File: config.mk
export PLATFORM = sky130hd
export DESIGN_NAME = pb_cmd_sched
export DESIGN_NICKNAME = d
export VERILOG_FILES = /design/src/rtl/pb_cmd_sched.sv
export SDC_FILE = /design/constraint.sdc
export NUM_CORES = 1
export LEC_CHECK = 0
export CAP_MARGIN = 25
export CORE_MARGIN = 4
export CORE_UTILIZATION = 44
export DETAILED_ROUTE_END_ITERATION = 8
export SETUP_SLACK_MARGIN = 0.1
export SYNTH_ARGS = -nofsm -noshare
export SYNTH_HDL_FRONTEND = slang
export SYNTH_SLANG_ARGS = --single-unit
File: constraint.sdc
create_clock -name clk -period 3.49 [get_ports clk]
set_clock_uncertainty 0.05 [all_clocks]
set_input_delay 0.5235 -clock clk [delete_from_list [all_inputs] [get_ports clk]]
set_output_delay 0.5235 -clock clk [all_outputs]
set_load 0.01 [all_outputs]
File: src/rtl/pb_cmd_sched.sv
// Push-button command scheduler: classifies presses as short/long per channel,
// keeps one pending event per button and round-robins them onto a valid/ready port.
module pb_cmd_sched #(
    parameter int N_PB     = 4,
    parameter int CNT_W    = 16,
    parameter int LONG_CYC = 50000,
    localparam int IDW     = $clog2(N_PB)
) (
    input  logic            clk,
    input  logic            rst,
    input  logic [N_PB-1:0] prss,
    input  logic [N_PB-1:0] rls,
    output logic            cmd_valid,
    input  logic            cmd_ready,
    output logic [IDW-1:0]  cmd_id,
    output logic            cmd_long,
    output logic [N_PB-1:0] ovf,
    input  logic            ovf_clr
);

    typedef enum logic [1:0] {IDLE, HELD, LONG} state_t;

    localparam logic [CNT_W-1:0] LONG_M1 = CNT_W'(LONG_CYC - 1);

    state_t           state [N_PB];
    logic [CNT_W-1:0] cnt   [N_PB];

    logic [N_PB-1:0] pend, pend_long;
    logic [N_PB-1:0] ev, ev_long, gnt, ovf_set;
    logic [IDW-1:0]  last_grant, gnt_idx;
    logic            gnt_any, slot_free;

    function automatic logic [IDW-1:0] rr_idx(input logic [IDW-1:0] base, input int off);
        return IDW'((int'(base) + off) % N_PB);
    endfunction

    // NOTE: every variable driven in always_comb gets a default first so no latch is inferred.
    always_comb begin
        ev      = '0;
        ev_long = '0;
        for (int i = 0; i < N_PB; i++) begin
            ev[i]      = rls[i] && (state[i] != IDLE);
            ev_long[i] = (state[i] == LONG);
        end
    end

    // NOTE: the per-channel state and counter arrays are plain flops, so they are reset in a loop.
    always_ff @(posedge clk or posedge rst) begin
        if (rst) begin
            for (int i = 0; i < N_PB; i++) begin
                state[i] <= IDLE;
                cnt[i]   <= '0;
            end
        end else begin
            for (int i = 0; i < N_PB; i++) begin
                case (state[i])
                    IDLE: begin
                        if (prss[i] && !rls[i]) begin
                            state[i] <= HELD;
                            cnt[i]   <= '0;
                        end
                    end
                    HELD: begin
                        if (rls[i])
                            state[i] <= IDLE;
                        else if (cnt[i] == LONG_M1)
                            state[i] <= LONG;
                        else
                            cnt[i] <= cnt[i] + CNT_W'(1);
                    end
                    LONG: begin
                        if (rls[i])
                            state[i] <= IDLE;
                    end
                    default: state[i] <= IDLE;
                endcase
            end
        end
    end

    assign slot_free = !cmd_valid || cmd_ready;

    // First pending channel strictly after last_grant, wrapping modulo N_PB.
    always_comb begin
        gnt_any = 1'b0;
        gnt_idx = '0;
        for (int off = 1; off <= N_PB; off++) begin
            if (!gnt_any && pend[rr_idx(last_grant, off)]) begin
                gnt_any = 1'b1;
                gnt_idx = rr_idx(last_grant, off);
            end
        end
    end

    always_comb begin
        gnt = '0;
        if (slot_free && gnt_any)
            gnt[gnt_idx] = 1'b1;
        ovf_set = ev & pend & ~gnt;
    end

    // NOTE: sequential state uses non-blocking assignments only, so all flops see pre-edge values.
    always_ff @(posedge clk or posedge rst) begin
        if (rst) begin
            pend      <= '0;
            pend_long <= '0;
            ovf       <= '0;
        end else begin
            for (int i = 0; i < N_PB; i++) begin
                if (ev[i]) begin
                    if (!pend[i] || gnt[i]) begin
                        pend[i]      <= 1'b1;
                        pend_long[i] <= ev_long[i];
                    end
                end else if (gnt[i]) begin
                    pend[i] <= 1'b0;
                end
            end
            // A fresh overflow beats a simultaneous clear.
            ovf <= (ovf_clr ? '0 : ovf) | ovf_set;
        end
    end

    always_ff @(posedge clk or posedge rst) begin
        if (rst) begin
            cmd_valid  <= 1'b0;
            cmd_id     <= '0;
            cmd_long   <= 1'b0;
            last_grant <= IDW'(N_PB - 1);
        end else if (slot_free) begin
            if (gnt_any) begin
                cmd_valid  <= 1'b1;
                cmd_id     <= gnt_idx;
                cmd_long   <= pend_long[gnt_idx];
                last_grant <= gnt_idx;
            end else begin
                cmd_valid <= 1'b0;
            end
        end
    end

endmodule

==> flow_summary.ini <==
[run_status]
outcome = finished clean

[timing]
grt_setup_unrepaired = no
slew_headroom_pct = 47.8
setup_viol = 0
min_period_ps = 2480
hold_ws_ps = 461
setup-tns-final_ps = 0
drv_slew = 0
finalCritPeriodShare_pct = 71.1
tightest_slew_ps = 778
fmax_ghz = 0.403
timing.final.hold_violations = 0

[global_route]
grt_use_total_pct = 16.7
grt_pass1_vias = 3683
grt_pass1_wl_mm = 17.2
grt.overflow.total = 0
antenna_found_initial = 0
grt_max_degree = 52

[cts]
cts_setup_buffers = 0
cts-buffers-inserted = 9
cts_num_sinks = 90
clk_pin_slew_ps = 90
cts_tree = yes
clock_latency_ps = 380
cts-htree-levels = 3
cts-root-buf = clkbuf_8
cts_resized = 0
hold_buffers = 0
cts_buffer_depth = 2

[place]
gp_congestion = 0.856
hpwlAfterDp_mm = 6.76
dp_cells = 641
numPortBuffers = 19
place_area_um2 = 5120

[drt]
vias = 3714
drt_iter0_drc = 136
drtPass1Iterations = 4
routed_wl_mm = 9.73
wire_per_inst_um = 14.8
avgViaCountPerCell = 5.65
ant_nets = 0
drc = 0

[pwr]
leakage_nw = 2.27
p_per_area_nw_per_um2 = 469
ir_worst_vdd_v = 0.000280

[critical_path]
critPathSlowestCell = nor4_4
cp_max_fo = 17
crit_required_ps = 3730
cpPeakStageDelay_ps = 730
cp-start-kind = flop
crit_path_cell_trace = or4b_2 -> nor4_4 -> or2_2 -> inv_1 -> nand4b_1 -> nand2_1
path_delay_family = simple AND/OR/NAND/NOR gates
arrival_ps = 2720
critPathKind = flop to flop
path_buf_inv = 1
worst_setup_path_end_kind = flop

[min_path]
hold_path.class = flop to flop

[floorplan]
design.die.area_um2 = 12500
io_pins = 20
core_region_area_um2 = 10400
die_h_um = 112
die_width_um = 112
initial_core_util_pct = 45.6
core.rowCount = 37

[yosys]
synthArstFlopShare_pct = 100
synth_flop_cell = dfrtp_1
synth_cell_type_count = 62
syn_inst = 494
synth_edf_count = 0
avgSynthCellArea_um2 = 9.62
ys_seq_elements = 90
seq_area_frac_synth_pct = 47.5
synth_nets = 510
syn_area_um2 = 4750
synth_warnings = 0

[finish]
final_cell_mix = dfrtp_1 (88), nand2_1 (59), nor2_1 (47)
fin_area_um2 = 5310
insertedDiodeCount = 0
fillers = 1002
final_nets = 532
final_layout_size_suffix_gt1_share_pct = 9.98
final_common_cell = dfrtp_1
final_cell_count_no_fill = 657
area_delta_synth_final_pct = 11.8

[run]
maxCapViolations = 0
synth_stat cells, types with 9 or more instances:
master | count | area [um^2]
dfrtp_1 | 88 | 2200
nand2_1 | 59 | 221
nor2_1 | 47 | 176
nand3_1 | 24 | 120
o21ai_0 | 19 | 95.1
xor2_1 | 18 | 158
a21oi_1 | 17 | 85.1
xnor2_1 | 17 | 149
inv_1 | 15 | 56.3
nand4_1 | 12 | 75.1
nor4_1 | 12 | 75.1
a31oi_1 | 11 | 68.8
clkbuf_1 | 9 | 33.8
nand2b_1 | 9 | 56.3
worst min-delay path, delay by kind of cell (launching register included):
family	cells	cell delay [ps]
flops	1	380
simple gates	2	100
path summary, 6_finish.rpt:
check                      startpoint            end  slack (ps)  depth (start not counted)
setup / recovery              cnt[58]        cnt[49]        1010                          6
hold / removal                cnt[49]        cnt[49]         460                          2
setup reg to reg              cnt[58]        cnt[49]        1010                          6
hold reg to reg               cnt[49]        cnt[49]         460                          2
max in group asynchronous         rst  last_grant[1]        2140                          3
min in group asynchronous         rst        cnt[61]         500                          2
flip-flops by register name, indices dropped and copies added (netlist names):
name and flops:
cmd_long 1, last_grant 2, cmd_valid 1, ovf 4
pend 4, pend_long 4, cmd_id 2, state 8
cnt 64
where the power goes:
group | switching, mW | leakage, nW | internal, mW
Clock | 0.393 | 0.0990 | 0.329
Sequential | 0.109 | 1.22 | 1.15
Combinational | 0.290 | 0.951 | 0.221
per-stage QoR:
step | setup WS [ps] | util [%] | power, mW
floorplan | 585 | - | 1.60
global placement | 754 | 49.1 | 1.78
detailed placement | 707 | 49.1 | 1.79
CTS | 1000 | 51.0 | 2.52
global route | 879 | 51.0 | 2.64
finish | 1010 | 51.0 | 2.49
metal layers:
layer	track usage [%]	share of wire, %	vias to the layer above
li1	-	-	1843
met1	22.2	49	1820
met2	26.0	47	42
met3	5.16	3.4	9
met4	5.35	1.2	0
met5	0	0	-
area by class of cell:
| type | instances | area (um^2) | area share, % |
|---|---|---|---|
| clock buffers | 9 | 124 | 2.33 |
| clock inverters | 7 | 70.1 | 1.32 |
| inverters | 16 | 61.3 | 1.15 |
| multi-input cells | 373 | 2380 | 44.7 |
| flip-flops and latches | 90 | 2250 | 42.4 |
| well taps | 136 | 170 | 3.20 |
| repair buffers | 26 | 255 | 4.80 |
kinds of logic after synthesis:
family                   count (synthesis)  synth area share (%)
adder cells (fa/ha/maj)                  4                  1.05
XOR/XNOR                                35                  6.45
buffers and inverters                   31                  3.03
AND/OR/NAND/NOR                        244                  29.0
flip-flops                              90                  47.5
multiplexers                             6                  1.26
AO/OA/AOI/OAI                           84                  11.7
No activity file was read; power rests on OpenSTA's default activity.
